<file path="src/rtl/vga_frame_scheduler_if.sv">
// Pixel stream bundle between two pixel sources, the frame scheduler and the
// VGA sync core's stream input.
interface vga_frame_scheduler_if #(
  parameter int CD = 12
);
  // Handshake: a pixel moves on a rising clk edge where valid & ready are both
  // high. Data follows valid and holds while ready is low. A producer may
  // withdraw valid between pixels. Ready can depend combinationally on valid.
  logic [CD-1:0] src0_data;
  logic          src0_valid;
  logic          src0_ready;
  logic [CD-1:0] src1_data;
  logic          src1_valid;
  logic          src1_ready;
  logic [CD:0]   out_data;
  logic          out_valid;
  logic          out_ready;

  // master: the scheduler, which consumes both sources and drives the output.
  modport master (
    input  src0_data, src0_valid,
    output src0_ready,
    input  src1_data, src1_valid,
    output src1_ready,
    output out_data, out_valid,
    input  out_ready
  );

  // slave: the surroundings, meaning the two sources and the sync-core sink.
  modport slave (
    output src0_data, src0_valid,
    input  src0_ready,
    output src1_data, src1_valid,
    input  src1_ready,
    input  out_data, out_valid,
    output out_ready
  );
endinterface

</file>
<file path="src/rtl/vga_frame_scheduler.sv">
// Frame-level source scheduler in front of the VGA sync core. It chooses src0,
// src1 or a constant background, switches only at frame boundaries and marks
// pixel (0,0) with the sof bit.
module vga_frame_scheduler #(
  parameter int CD = 12,
  parameter int HD = 640,
  parameter int VD = 480
) (
  input  logic                  clk,
  input  logic                  reset,
  input  logic                  en,
  input  logic [1:0]            sel_req,
  input  logic [CD-1:0]         bg_color,
  vga_frame_scheduler_if.master bus,
  output logic [1:0]            cur_sel,
  output logic                  frame_done,
  output logic [9:0]            x_pos,
  output logic [8:0]            y_pos,
  output logic                  dbg_state
);

  localparam logic [0:0] ST_IDLE   = 1'b0;
  localparam logic [0:0] ST_ACTIVE = 1'b1;

  localparam logic [9:0] X_LAST = 10'(HD - 1);
  localparam logic [8:0] Y_LAST = 9'(VD - 1);

  logic [0:0]    state_q, state_d;
  logic [9:0]    x_q, x_d;
  logic [8:0]    y_q, y_d;
  logic [1:0]    cur_sel_q, cur_sel_d;
  logic          frame_done_q, frame_done_d;

  logic [CD-1:0] colour;
  logic          out_valid;
  logic          src0_ready;
  logic          src1_ready;
  logic          sof;
  logic          transfer;

  // Zero-latency datapath: the selected source feeds the output directly.
  always_comb begin
    colour     = bg_color;
    out_valid  = 1'b0;
    src0_ready = 1'b0;
    src1_ready = 1'b0;
    if (state_q == ST_ACTIVE) begin
      case (cur_sel_q)
        2'd0: begin
          out_valid  = bus.src0_valid;
          colour     = bus.src0_data;
          src0_ready = bus.out_ready;
        end
        2'd1: begin
          out_valid  = bus.src1_valid;
          colour     = bus.src1_data;
          src1_ready = bus.out_ready;
        end
        default: begin
          out_valid = 1'b1;
          colour    = bg_color;
        end
      endcase
    end
  end

  assign sof      = (state_q == ST_ACTIVE) && (x_q == 10'd0) && (y_q == 9'd0);
  assign transfer = out_valid & bus.out_ready;

  // Position advances only on accepted pixels. Selection and enable are
  // re-sampled only when the last pixel of a frame is accepted.
  always_comb begin
    state_d      = state_q;
    x_d          = x_q;
    y_d          = y_q;
    cur_sel_d    = cur_sel_q;
    frame_done_d = 1'b0;
    case (state_q)
      ST_IDLE: begin
        if (en) begin
          state_d   = ST_ACTIVE;
          cur_sel_d = sel_req;
          x_d       = '0;
          y_d       = '0;
        end
      end
      default: begin
        if (transfer) begin
          if (x_q == X_LAST) begin
            x_d = '0;
            if (y_q == Y_LAST) begin
              y_d          = '0;
              frame_done_d = 1'b1;
              cur_sel_d    = sel_req;
              if (!en) begin
                state_d = ST_IDLE;
              end
            end else begin
              y_d = y_q + 9'd1;
            end
          end else begin
            x_d = x_q + 10'd1;
          end
        end
      end
    endcase
  end

  always_ff @(posedge clk or posedge reset) begin
    if (reset) begin
      state_q      <= ST_IDLE;
      x_q          <= '0;
      y_q          <= '0;
      cur_sel_q    <= 2'd2;
      frame_done_q <= 1'b0;
    end else begin
      state_q      <= state_d;
      x_q          <= x_d;
      y_q          <= y_d;
      cur_sel_q    <= cur_sel_d;
      frame_done_q <= frame_done_d;
    end
  end

  assign bus.out_data   = {colour, sof};
  assign bus.out_valid  = out_valid;
  assign bus.src0_ready = src0_ready;
  assign bus.src1_ready = src1_ready;
  assign cur_sel        = cur_sel_q;
  assign frame_done     = frame_done_q;
  assign x_pos          = x_q;
  assign y_pos          = y_q;
  assign dbg_state      = state_q;

endmodule

</file>
<file path="src/flat_wrapper.sv">
// flat-port wrapper written by rule: the top's interface ports become plain ports
module vga_frame_scheduler_flat 
#(
  parameter int CD = 12,
  parameter int HD = 640,
  parameter int VD = 480
)
  (clk, reset, en, sel_req, bg_color, cur_sel, frame_done, x_pos, y_pos, dbg_state, bus_src0_data, bus_src0_valid, bus_src0_ready, bus_src1_data, bus_src1_valid, bus_src1_ready, bus_out_data, bus_out_valid, bus_out_ready);
  vga_frame_scheduler_if #(.CD(CD)) bus_i ();
  input  logic clk;
  input  logic reset;
  input  logic en;
  input  logic [1:0] sel_req;
  input  logic [CD-1:0] bg_color;
  output logic [1:0] cur_sel;
  output logic frame_done;
  output logic [9:0] x_pos;
  output logic [8:0] y_pos;
  output logic dbg_state;
  input wire logic [$bits(bus_i.src0_data)-1:0] bus_src0_data;
  input wire logic [$bits(bus_i.src0_valid)-1:0] bus_src0_valid;
  output wire logic [$bits(bus_i.src0_ready)-1:0] bus_src0_ready;
  input wire logic [$bits(bus_i.src1_data)-1:0] bus_src1_data;
  input wire logic [$bits(bus_i.src1_valid)-1:0] bus_src1_valid;
  output wire logic [$bits(bus_i.src1_ready)-1:0] bus_src1_ready;
  output wire logic [$bits(bus_i.out_data)-1:0] bus_out_data;
  output wire logic [$bits(bus_i.out_valid)-1:0] bus_out_valid;
  input wire logic [$bits(bus_i.out_ready)-1:0] bus_out_ready;
  assign bus_i.src0_data = bus_src0_data;
  assign bus_i.src0_valid = bus_src0_valid;
  assign bus_src0_ready = bus_i.src0_ready;
  assign bus_i.src1_data = bus_src1_data;
  assign bus_i.src1_valid = bus_src1_valid;
  assign bus_src1_ready = bus_i.src1_ready;
  assign bus_out_data = bus_i.out_data;
  assign bus_out_valid = bus_i.out_valid;
  assign bus_i.out_ready = bus_out_ready;
  vga_frame_scheduler #(.CD(CD), .HD(HD), .VD(VD)) u_core (.clk(clk), .reset(reset), .en(en), .sel_req(sel_req), .bg_color(bg_color), .bus(bus_i), .cur_sel(cur_sel), .frame_done(frame_done), .x_pos(x_pos), .y_pos(y_pos), .dbg_state(dbg_state));
endmodule
</file>
<file path="config.mk">
export PLATFORM = sky130hd
export DESIGN_NAME = vga_frame_scheduler_flat
export DESIGN_NICKNAME = d
export VERILOG_FILES = /design/src/rtl/vga_frame_scheduler_if.sv /design/src/rtl/vga_frame_scheduler.sv /design/src/flat_wrapper.sv
export SDC_FILE = /design/constraint.sdc
export NUM_CORES = 1
export LEC_CHECK = 0
export CAP_MARGIN = 30
export CELL_PAD_IN_SITES_DETAIL_PLACEMENT = 0
export CELL_PAD_IN_SITES_GLOBAL_PLACEMENT = 1
export CORE_MARGIN = 8
export CORE_UTILIZATION = 25
export DETAILED_ROUTE_END_ITERATION = 8
export PLACE_DENSITY_LB_ADDON = 0.1
export SLEW_MARGIN = 20
export SYNTH_ARGS = -nofsm -noshare
export SYNTH_HDL_FRONTEND = slang
export SYNTH_SLANG_ARGS = --single-unit
</file>
<file path="constraint.sdc">
create_clock -name clk -period 2 [get_ports clk]
set_input_delay 0.3 -clock clk [delete_from_list [all_inputs] [get_ports clk]]
set_output_delay 0.3 -clock clk [all_outputs]
set_load 0.03 [all_outputs]
</file>
=== After elaboration in Yosys (flattened, before gate mapping) ===
Cells that the tools add are included.
Widths: inputs -> output; s select.

* Add/sub/neg operators: 2
* Reductions and logical operators: 9
* Equal/unequal tests: 6
* Multiplexer cells: 31
* Bitwise logic cells: 1

{| class="wikitable"
|+ Operator list
! kind !! number
|-
| $mux 9 || 5
|-
| $mux 10 || 4
|-
| $pmux 12 s2 || 1
|-
| $mux 1 || 14
|-
| $mux 12 || 1
|-
| $add 10x1->10 const B || 1
|-
| $eq 10x10->1 const B || 1
|-
| $logic_not 10->1 || 1
|-
| $mux 2 || 5
|-
| $add 9x1->9 const B || 1
|-
| $eq 9x9->1 const B || 1
|-
| $logic_not 9->1 || 1
|-
| $ne 2x2->1 const B || 3
|-
| $reduce_and 4->1 || 1
|-
| $reduce_and 3->1 || 1
|-
| $eq 2x1->1 const B || 1
|-
| $logic_and 1x1->1 || 2
|-
| $logic_not 2->1 || 1
|-
| $pmux 1 s2 || 1
|-
| $reduce_and 2->1 || 1
|-
| $reduce_bool 2->1 || 1
|-
| $and 1x1->1 || 1
|}

* Logic and storage cells: 54
* Bits in registers: 23
* Output and inout bits: 39

=== Logic depth before layout (Yosys ltp) ===
Gate-level depths: netlist (run 1).

* Word-level depth: 6
* Gate-level depth with buffers: 7

=== Worst setup path before layout (run 1) ===
Ideal clock, no wire load.

* Path kind: reg-to-output
* Start: register u_core.cur_sel_q[0], in the netlist u_core.cur_sel[0]
* End: output port bus_out_data[10]
* Setup slack: -195 ps
* Arrival time: 1895 ps
* Data required time: 1700 ps
* Cell stages (with the launch flop): 5
* Cells stage by stage: dfrtp_1 > buf_6 > clkbuf_1 > mux2i_1 > o21ai_0

* Cells in the longest elaborated chain, start to end: 3
* Elaborated cells on any way between the ends: 4
* Classes of those cells: eq/ne (1); mux (2); reduce/logical (1)

{| class="wikitable"
|+ RTL lines
! what !! RTL line !! RTL
|-
| start: declaration || vga_frame_scheduler.sv:31 || <nowiki>logic [1:0] cur_sel_q, cur_sel_d;</nowiki>
|-
| start signal: assignment || vga_frame_scheduler.sv:120 || <nowiki>cur_sel_q <= cur_sel_d;</nowiki>
|-
| $eq 2x1->1 or $logic_not 2->1 (tied branches) || vga_frame_scheduler.sv:48 || <nowiki>case (cur_sel_q)</nowiki>
|-
| $pmux 12 s2 (*) || vga_frame_scheduler.sv:48 ||
|-
| $mux 12 (*) || vga_frame_scheduler.sv:47 || <nowiki>if (state_q == ST_ACTIVE) begin</nowiki>
|-
| end: declaration || flat_wrapper.sv:26 || <nowiki>output wire logic [$bits(bus_i.out_data)-1:0] bus_out_data;</nowiki>
|}

Every way passes the cells marked *; elsewhere a longest branch is shown, timed or not.

=== Worst setup path in the final report (run 1) ===
* Start: register u_core.y_q[0], in the netlist u_core.y_pos[0]
* End: output port bus_out_data[0]

* Cells in the longest elaborated chain, start to end: 2

{| class="wikitable"
|+ RTL lines
! what !! RTL line !! RTL
|-
| start: declaration || vga_frame_scheduler.sv:30 || <nowiki>logic [8:0] y_q, y_d;</nowiki>
|-
| start signal: assignment || vga_frame_scheduler.sv:119 || <nowiki>y_q <= y_d;</nowiki>
|-
| $logic_not 9->1 || vga_frame_scheduler.sv:67 || <nowiki>assign sof = (state_q == ST_ACTIVE) && (x_q == 10'd0) && (y_q == 9'd0);</nowiki>
|-
| $logic_and 1x1->1 || vga_frame_scheduler.sv:67 ||
|}

No other way between the ends.

==> results of run 1 <==
[how the worst min path moves through the flow]
stage                          startpoint                end  slack [ns]  cells after the start
final                               reset    u_core.x_pos[5]        0.37                      3
after detailed placement  u_core.y_pos[8]    u_core.y_pos[8]        0.56                      1
after CTS                           reset    u_core.x_pos[8]        0.38                      3
after global placement    u_core.y_pos[5]  u_core.frame_done        0.55                      2
after global routing                reset    u_core.x_pos[8]        0.40                      3
after floorplan                     reset  u_core.cur_sel[0]        0.30                      1
[sequential cells by signal, summed over array words and instances, names as in the netlist]
name               cells
u_core.dbg_state       1
u_core.y_pos           9
u_core.frame_done      1
u_core.x_pos          10
u_core.cur_sel         2
[cells in the final DEF, fill, tap and decap left out, types with 3 or more instances in the layout]
master           count
dfrtp_1             20
a21oi_1              5
ha_1                 4
mux2i_1             13
xnor2_1              5
a211oi_1             3
clkbuf_8             3
nand4_1              4
nor3_1               3
nor2_1              16
nand3_1             10
o21ai_1             11
clkdlybuf4s50_1     65
inv_1               10
nand2_1             25
o31ai_1              4
o21ai_0             11
buf_4               45
xor2_1               3
[through the flow]
stage	worst slack (ns)	utilization	TNS [ns]
final	0.119	0.452	0
after global routing	-0.0286	0.452	-0.0286
after CTS	0.0150	0.445	0
after detailed placement	-0.0491	0.438	-0.0525
after global placement	-0.0484	0.438	-0.0484
after floorplan	-0.0476	-	-0.0476
[cell families (layout without fill, tap and decap cells)]
kind of cell	count (synthesis)	count (layout)	synth area share
compound gates	42	42	0.163
simple gates	74	74	0.234
buf+inv	18	126	0.0527
fa+ha+maj	4	4	0.0324
flops	23	23	0.374
mux	15	15	0.0989
xor+xnor	8	8	0.0454
[per-layer routing]
layer | vias up | global-route usage | part of all wire
met3 | 2 | 0.0302 | 0.054
met4 | 0 | 0.0195 | 0.0040
met2 | 37 | 0.213 | 0.46
met1 | 765 | 0.177 | 0.49
li1 | 876 | - | -
met5 | - | 0 | 0
[cell type report]
class | count | area, um^2
inverters | 10 | 37.5
multi-input cells | 143 | 925
well taps | 75 | 93.8
repair buffers | 112 | 1010
fillers | 595 | 3260
clock buffers | 4 | 45.0
flip-flops and latches | 23 | 579
[what timing repair did]
action,CTS,global route
setup endpoints to repair,0,8
endpoints found under the hold margin,0,0
gates resized for setup,0,7
[worst max-delay path, cell delays in order, from the launching register on]
cell and delay, ns:
dfrtp_2 0.41, buf_4 0.15, inv_1 0.05, ha_1 0.14, nor4bb_4 0.18, nand3_1 0.10
nor2_1 0.11, buf_4 0.17
[where the power goes]
part	internal, mW	switching, mW
logic	0.328	0.341
registers	0.516	0.0259
clock network	0.142	0.154
==> results.txt, run 1 <==
# setup viols final - 0
r2r setup slk - 0.18 ns
syn avg cell area - 8.38 um^2
dpl cells - 363
Worst-Margin Slew - 0.339 ns
Critical Path Source - u_core.y_pos[0]
HPWL Detailed - 4670 um
Yosys top cell by area - dfrtp_1
PwrDens - 560 mW/mm^2
Clk Latency, worst-skew pair - 0.27 ns
ant diodes - 0
CTS Sinks - 23
Critical Path RT - 1.70 ns
CP Capture Type - output pin
Die Area - 0.00894 mm^2
hold_buf cts - 0
number of port buffers - 82
vias in the first global route - 1673
layout cells sized above 1 - 0.199
initial core utilization - 0.259
status - finished clean
DRT Pass-1 Iters - 4
Placement Rows - 28
Routed Antenna Nets - 0
first-pass GRT wire length - 9270 um
final hold vios - 0
register area share after synthesis - 0.374
CTS Buffer Depth - 2
Tightest Hold Check Type - in -> async
RSZ-0062 raised after global routing - true
DR WL/cell - 15.8 um
Vias - 1680
routability cong. - 0.721
R2R Path End - u_core.y_pos[6]
Worst R2R Path Depth - 6
Area Overhead vs Synth - 74.5%
Pleak - 1.11 nW
EDFF count, synth - 0
dpl cell area - 0.00261 mm^2
Clock Skew - 0.00428 ns
Post-Synthesis Net Count - 232
CP Max Fanout - 5
r2r startpoint - u_core.y_pos[1]
WP data arrival - 1.58 ns
Inserted Clock Buffers - 3
Layout Cells excl Fill - 367
most frequent cell after synthesis - nand2_1
Core ar. - 0.00596 mm^2
initial antenna violation count - 0
detailed-route DRC error count - 0
synth unique cells - 41
most instantiated cells after synthesis - nand2_1 (25), dfrtp_1 (22), o21ai_0 (19), nor2_1 (16), mux2i_1 (13)
min cycle time layout - 1.88 ns
postcts setup bufs - 0
final instance area - 0.00269 mm^2
num ports - 83
cell count after synthesis - 184
vias per cell - 4.58
Yosys top cell area share - 0.357
max cap viols - 0
# nets final - 341
CTS root buf - clkbuf_8
Starting DRT DRC Count - 53
Die Y - 94.6 um
total track usage - 0.132
CTS tree - yes
register bit total from synthesis - 23
Critical Path Sink - bus_out_data[0]
remaining global-route overflow - 0
Die Wd - 94.6 um
CP Launch Type - flop
Synth area leaders - dfrtp_1 (36%), mux2i_1 (8.4%), o21ai_0 (6.2%)
clk slew on worst S/H paths - 0.09 ns
CTS HTree Levels - 1
Design Power - 1.51 mW
top_reg_cell synth - dfrtp_1
Warnings, synthesis - 0
Hold WS - 0.374 ns
largest net degree at the start of global routing - 25
VDD IR-drop max - 0.546 mV
fmax - 532 MHz
max_slew headroom - 0.773
Tcrit/Tclk final - 0.940
Worst Setup Path Type - reg -> out
Post-Route WL - 5810 um
Synth Cell Area - 0.00154 mm^2
Slew Viols, Final - 0
async set-reset flop share out of synthesis - 1.00
(Power assumes the default switching activity.)
==> inputs of run 2 (changes only) <==
Settings changed: CELL_PAD_IN_SITES_DETAIL_PLACEMENT 0 to 1, CTS_BUF_LIST set to sky130_fd_sc_hd__clkbuf_8.
==> results.txt, run 2 (synthesis gave the netlist of run 1 again) <==
status - finished clean (unchanged)
initial antenna violation count - 0 (unchanged)
CTS HTree Levels - 1 (unchanged)
CTS Buffer Depth - 2 (unchanged)
Core ar. - 0.00596 mm^2 (unchanged)
detailed-route DRC error count - 0 (unchanged)
CP Cell Sequence - buf_4 -> inv_1 -> ha_1 -> nor4b_4 -> nand3_1 -> nor2_1 -> buf_4 (was buf_4 -> inv_1 -> ha_1 -> nor4bb_4 -> nand3_1 -> nor2_1 -> buf_4)
num ports - 83 (unchanged)
DR WL/cell - 17.3 um (was 15.8 um)
Tightest Hold Check Type - in -> async (unchanged)
CTS Sinks - 23 (unchanged)
Slew Viols, Final - 0 (unchanged)
largest net degree at the start of global routing - 25 (unchanged)
crit-path most repeated cell - buf_4 (unchanged)
remaining global-route overflow - 0 (unchanged)
Crit path largest cell delay - 0.40 ns (was 0.41 ns)
Pleak - 1.11 nW (about the same)
# setup viols final - 0 (unchanged)
final instance area - 0.00269 mm^2 (unchanged)
total track usage - 0.142 (was 0.132)
max cap viols - 0 (unchanged)
max_slew headroom - 0.773 (about the same)
HPWL Detailed - 5130 um (was 4670 um)
number of port buffers - 82 (unchanged)
dpl cell area - 0.00261 mm^2 (unchanged)
Worst Setup Path Type - reg -> out (unchanged)
r2r setup slk - 0.11 ns (was 0.18 ns)
initial core utilization - 0.259 (unchanged)
# nets final - 341 (unchanged)
most frequent cells in the layout - clkdlybuf4s50_1 (65), buf_4 (44), nand2_1 (25) (was clkdlybuf4s50_1 (65), buf_4 (45), nand2_1 (25))
Tcrit/Tclk final - 0.951 (was 0.940)
Placement Rows - 28 (unchanged)
CTS tree - yes (unchanged)
Die Wd - 94.6 um (unchanged)
Top delay family on crit path - flip-flops (unchanged)
CP Capture Type - output pin (unchanged)
postcts setup bufs - 0 (unchanged)
fillcell total - 731 (was 595)
Starting DRT DRC Count - 53 (unchanged)
Vias - 1698 (was 1680)
vias per cell - 4.63 (was 4.58)
final hold vios - 0 (unchanged)
ant diodes - 0 (unchanged)
CP max stage cell - dfrtp_1 (was dfrtp_2)
Die Y - 94.6 um (unchanged)
DP Worst Slack - -0.0777 ns (was -0.0491 ns)
Area Overhead vs Synth - 74.5% (unchanged)
VDD IR-drop max - 0.417 mV (was 0.546 mV)
CTS root buf - clkbuf_8 (unchanged)
vias in the first global route - 1763 (was 1673)
number of flip-flops in the largest register - 10 (unchanged)
hold_buf cts - 0 (unchanged)
WP data arrival - 1.60 ns (was 1.58 ns)
Final Core Density - 0.452 (unchanged)
Inserted Clock Buffers - 3 (unchanged)
Critical Path RT - 1.70 ns (about the same)
R2R Path End - u_core.y_pos[6] (unchanged)
CP Max Fanout - 5 (unchanged)
Clk Latency, worst-skew pair - 0.27 ns (about the same)
Post-Route WL - 6350 um (was 5810 um)
PwrDens - 565 mW/mm^2 (was 560 mW/mm^2)
CP bufs+invs - 3 (unchanged)
CP Launch Type - flop (unchanged)
clk slew on worst S/H paths - 0.09 ns (about the same)
RSZ-0062 raised after global routing - true (unchanged)
first-pass GRT wire length - 9980 um (was 9270 um)
layout cells sized above 1 - 0.199 (unchanged)
Worst R2R Path Depth - 6 (unchanged)
Routed Antenna Nets - 0 (unchanged)
routability cong. - 0.721 (unchanged)
r2r startpoint - u_core.y_pos[0] (was u_core.y_pos[1])
fmax - 526 MHz (was 532 MHz)
PnR worst setup slack - 0.0972 ns (was 0.119 ns)
Clock Skew - 0.00154 ns (was 0.00428 ns)
min cycle time layout - 1.90 ns (was 1.88 ns)
commonest non-fill, non-tap cell in the layout - clkdlybuf4s50_1 (unchanged)
DRT Pass-1 Iters - 4 (unchanged)
Worst-Margin Slew - 0.340 ns (was 0.339 ns)
Die Area - 0.00894 mm^2 (unchanged)
[run 2: tightest hold or removal path, delay by kind of cell]
kind | cells | cell delay, ns
buf+inv | 3 | 0.73
[run 2: layout make-up]
class	count	area, um^2	area share
well taps	75	93.8	0.0349
inverters	10	37.5	0.0139
clock buffers	3	41.3	0.0153
repair buffers	112	1020	0.377
flip-flops and latches	23	579	0.215
multi-input cells	143	920	0.342
clock inverters	1	5.00	0.00186
[run 2: worst max path at each step]
stage / start / end / depth (start not counted) / slack [ns]
6_report: u_core.x_pos[0] / bus_out_data[0] / 7 / 0.1
5_1_grt: u_core.y_pos[0] / bus_out_data[0] / 7 / -0.07
4_1_cts: u_core.y_pos[0] / bus_out_data[0] / 7 / 0.01
3_5_place_dp: bus_src1_valid / u_core.y_pos[6] / 6 / -0.08
3_3_place_gp: bus_src1_valid / u_core.y_pos[6] / 6 / -0.05
2_1_floorplan: u_core.y_pos[0] / u_core.y_pos[6] / 7 / -0.05
[run 2: layer usage]
layer / part of all wire / track usage / wire length [um]
met1: 0.48 / 0.191 / 3070
met2: 0.47 / 0.233 / 2970
met3: 0.044 / 0.0278 / 281
met4: 0.0038 / 0.0195 / 24
met5: 0 / 0 / 0
[run 2: stage by stage]
step	setup TNS, ns	cells	power (mW)	hold WS, ns
finish	0	367	1.52	0.369
global placement	-0.0484	363	1.22	0.553
detailed placement	-0.172	363	1.22	0.556
floorplan	-0.0476	184	0.853	0.301
CTS	0	367	1.54	0.384
global route	-0.0662	367	1.61	0.407
[run 2: where the power goes]
| part | total, mW | switching, mW | leakage [nW] | internal, mW |
|---|---|---|---|---|
| clock | 0.303 | 0.164 | 0.0255 | 0.140 |
| combinational | 0.671 | 0.344 | 0.798 | 0.328 |
| sequential | 0.546 | 0.0292 | 0.287 | 0.516 |
[run 2: timing repair]
item / in CTS / in global routing
pin swaps: 0 / 2
gates cloned: 0 / 0
endpoints found under the setup margin: 1 / 14
gates resized for setup: 2 / 5
==> inputs of run 3 (changes only) <==
Settings changed: CORE_MARGIN 8 to unset, SKIP_CTS_REPAIR_TIMING set to 1.
==> results.txt, run 3 (synthesis gave the netlist of run 1 again) <==
status - finished clean (unchanged)
met1 usage in global routing - 0.223 (was 0.191)
CTS HTree Levels - 1 (unchanged)
CTS Buffer Depth - 2 (unchanged)
clk slew on worst S/H paths - 0.09 ns (about the same)
total track usage - 0.175 (was 0.142)
Placement Rows - 28 (unchanged)
Critical Path Sink - bus_out_data[0] (unchanged)
Vias - 1807 (was 1698)
gr busiest metal - met2 (unchanged)
Crit path largest cell delay - 0.42 ns (was 0.40 ns)
commonest non-fill, non-tap cell in the layout - clkdlybuf4s50_1 (unchanged)
Worst Setup Path Type - reg -> out (unchanged)
ant diodes - 0 (unchanged)
global-route met2 utilization - 0.296 (was 0.233)
# nets final - 339 (was 341)
R2R Path End - u_core.y_pos[6] (unchanged)
fmax - 519 MHz (was 526 MHz)
detailed-route DRC error count - 0 (unchanged)
# setup viols final - 0 (unchanged)
vias in the first global route - 1813 (was 1763)
Critical Path Source - u_core.y_pos[0] (was u_core.x_pos[0])
Core ar. - 0.00592 mm^2 (was 0.00596 mm^2)
Tcrit/Tclk final - 0.963 (was 0.951)
Post-Route WL - 5540 um (was 6350 um)
vias per cell - 4.95 (was 4.63)
final hold vios - 0 (unchanged)
DR WL/cell - 15.2 um (was 17.3 um)
PwrDens - 560 mW/mm^2 (was 565 mW/mm^2)
number of flip-flops in the largest register - 10 (unchanged)
Inserted Clock Buffers - 3 (unchanged)
area taken by multi-input logic gates - 930 um^2 (was 920 um^2)
Tightest Hold Check Type - in -> async (unchanged)
Clk Latency, worst-skew pair - 0.27 ns (about the same)
fillcell total - 724 (was 731)
largest net degree at the start of global routing - 24 (was 25)
CP max stage cell - dfrtp_2 (was dfrtp_1)
Clock Skew - 0.00546 ns (was 0.00154 ns)
routability cong. - 0.729 (was 0.721)
Layout Cells excl Fill - 365 (was 367)
most frequent cells in the layout - clkdlybuf4s50_1 (65), buf_4 (42), nand2_1 (24) (was clkdlybuf4s50_1 (65), buf_4 (44), nand2_1 (25))
crit-path most repeated cell - buf_4 (unchanged)
CTS Sinks - 23 (unchanged)
Design Power - 1.50 mW (was 1.52 mW)
Die Y - 80.6 um (was 94.6 um)
Area Overhead vs Synth - 74.1% (was 74.5%)
grt met3 use - 0.0352 (was 0.0278)
Pleak - 1.10 nW (was 1.11 nW)
number of port buffers - 82 (unchanged)
Die Area - 0.00649 mm^2 (was 0.00894 mm^2)
layout cells sized above 1 - 0.197 (was 0.199)
initial core utilization - 0.261 (was 0.259)
DRT Pass-1 Iters - 4 (unchanged)
first-pass GRT wire length - 8770 um (was 9980 um)
CP Cell Sequence - buf_4 -> inv_1 -> ha_1 -> nor4bb_4 -> nand3_1 -> nor2_1 -> buf_4 (was buf_4 -> inv_1 -> ha_1 -> nor4b_4 -> nand3_1 -> nor2_1 -> buf_4)
CTS tree - yes (unchanged)
CP Capture Type - output pin (unchanged)
Die Wd - 80.6 um (was 94.6 um)
r2r setup slk - 0.09 ns (was 0.11 ns)
max_slew headroom - 0.772 (was 0.773)
dpl cells - 361 (was 363)
CTS root buf - clkbuf_8 (unchanged)
CP Launch Type - flop (unchanged)
min cycle time layout - 1.93 ns (was 1.90 ns)
Slew Viols, Final - 0 (unchanged)
remaining global-route overflow - 0 (unchanged)
Routed Antenna Nets - 0 (unchanged)
Worst-Margin Slew - 0.339 ns (was 0.340 ns)
VDD IR-drop max - 0.279 mV (was 0.417 mV)
max cap viols - 0 (unchanged)
RSZ-0062 raised after global routing - false (was true)
CP Max Fanout - 5 (unchanged)
HPWL Detailed - 4370 um (was 5130 um)
Worst R2R Path Depth - 6 (unchanged)
Reg area - 579 um^2 (unchanged)
Critical Path RT - 1.70 ns (about the same)
initial antenna violation count - 0 (unchanged)
num ports - 83 (unchanged)
Starting DRT DRC Count - 23 (was 53)
r2r startpoint - u_core.y_pos[1] (was u_core.y_pos[0])
WP data arrival - 1.63 ns (was 1.60 ns)
run 3: worst max-delay path: cells and delay by family (launching register included):
family | cells | cell delay, ns
flip-flops | 1 | 0.42
AND/OR/NAND/NOR | 3 | 0.41
adder cells (fa/ha/maj) | 1 | 0.15
buffers and inverters | 3 | 0.38
run 3: metrics by stage:
step	TNS, ns	area, um^2	setup slack (ns)	hold slack [ns]	utilization
after floorplan	-0.0476	1550	-0.0476	0.301	-
after global routing	0	2690	0.000113	0.452	0.454
final	0	2690	0.0750	0.380	0.454
after CTS	-0.242	2640	-0.0408	0.403	0.445
after detailed placement	-0.0765	2590	-0.0575	0.543	0.438
after global placement	-0.112	2590	-0.0664	0.560	0.438
run 3: cell type report:
cell class | instances | share of cell area
inverters | 10 | 0.0140
flip-flops and latches | 23 | 0.216
multi-input cells | 143 | 0.346
clock buffers | 3 | 0.0154
clock inverters | 1 | 0.00140
well taps | 75 | 0.0349
repair buffers | 110 | 0.373
run 3: report_power, final:
group / internal, mW / switching [mW] / total [mW]
registers: 0.517 / 0.0428 / 0.560
clock network: 0.138 / 0.162 / 0.299
logic: 0.322 / 0.324 / 0.646
run 3: routing by layer:
| layer | share of wire | vias to the layer above |
|---|---|---|
| li1 | - | 865 |
| met1 | 0.44 | 867 |
| met2 | 0.45 | 70 |
| met3 | 0.10 | 5 |
| met4 | 0.0087 | 0 |
| met5 | 0 | - |
run 3: worst min path at each step:
stage	end	slack, ns	cells past startpoint
finish	u_core.y_pos[6]	0.38	3
global route	u_core.frame_done	0.45	3
CTS	u_core.y_pos[6]	0.40	3
detailed placement	u_core.y_pos[8]	0.54	1
global placement	u_core.y_pos[8]	0.56	1
floorplan	u_core.cur_sel[0]	0.30	1
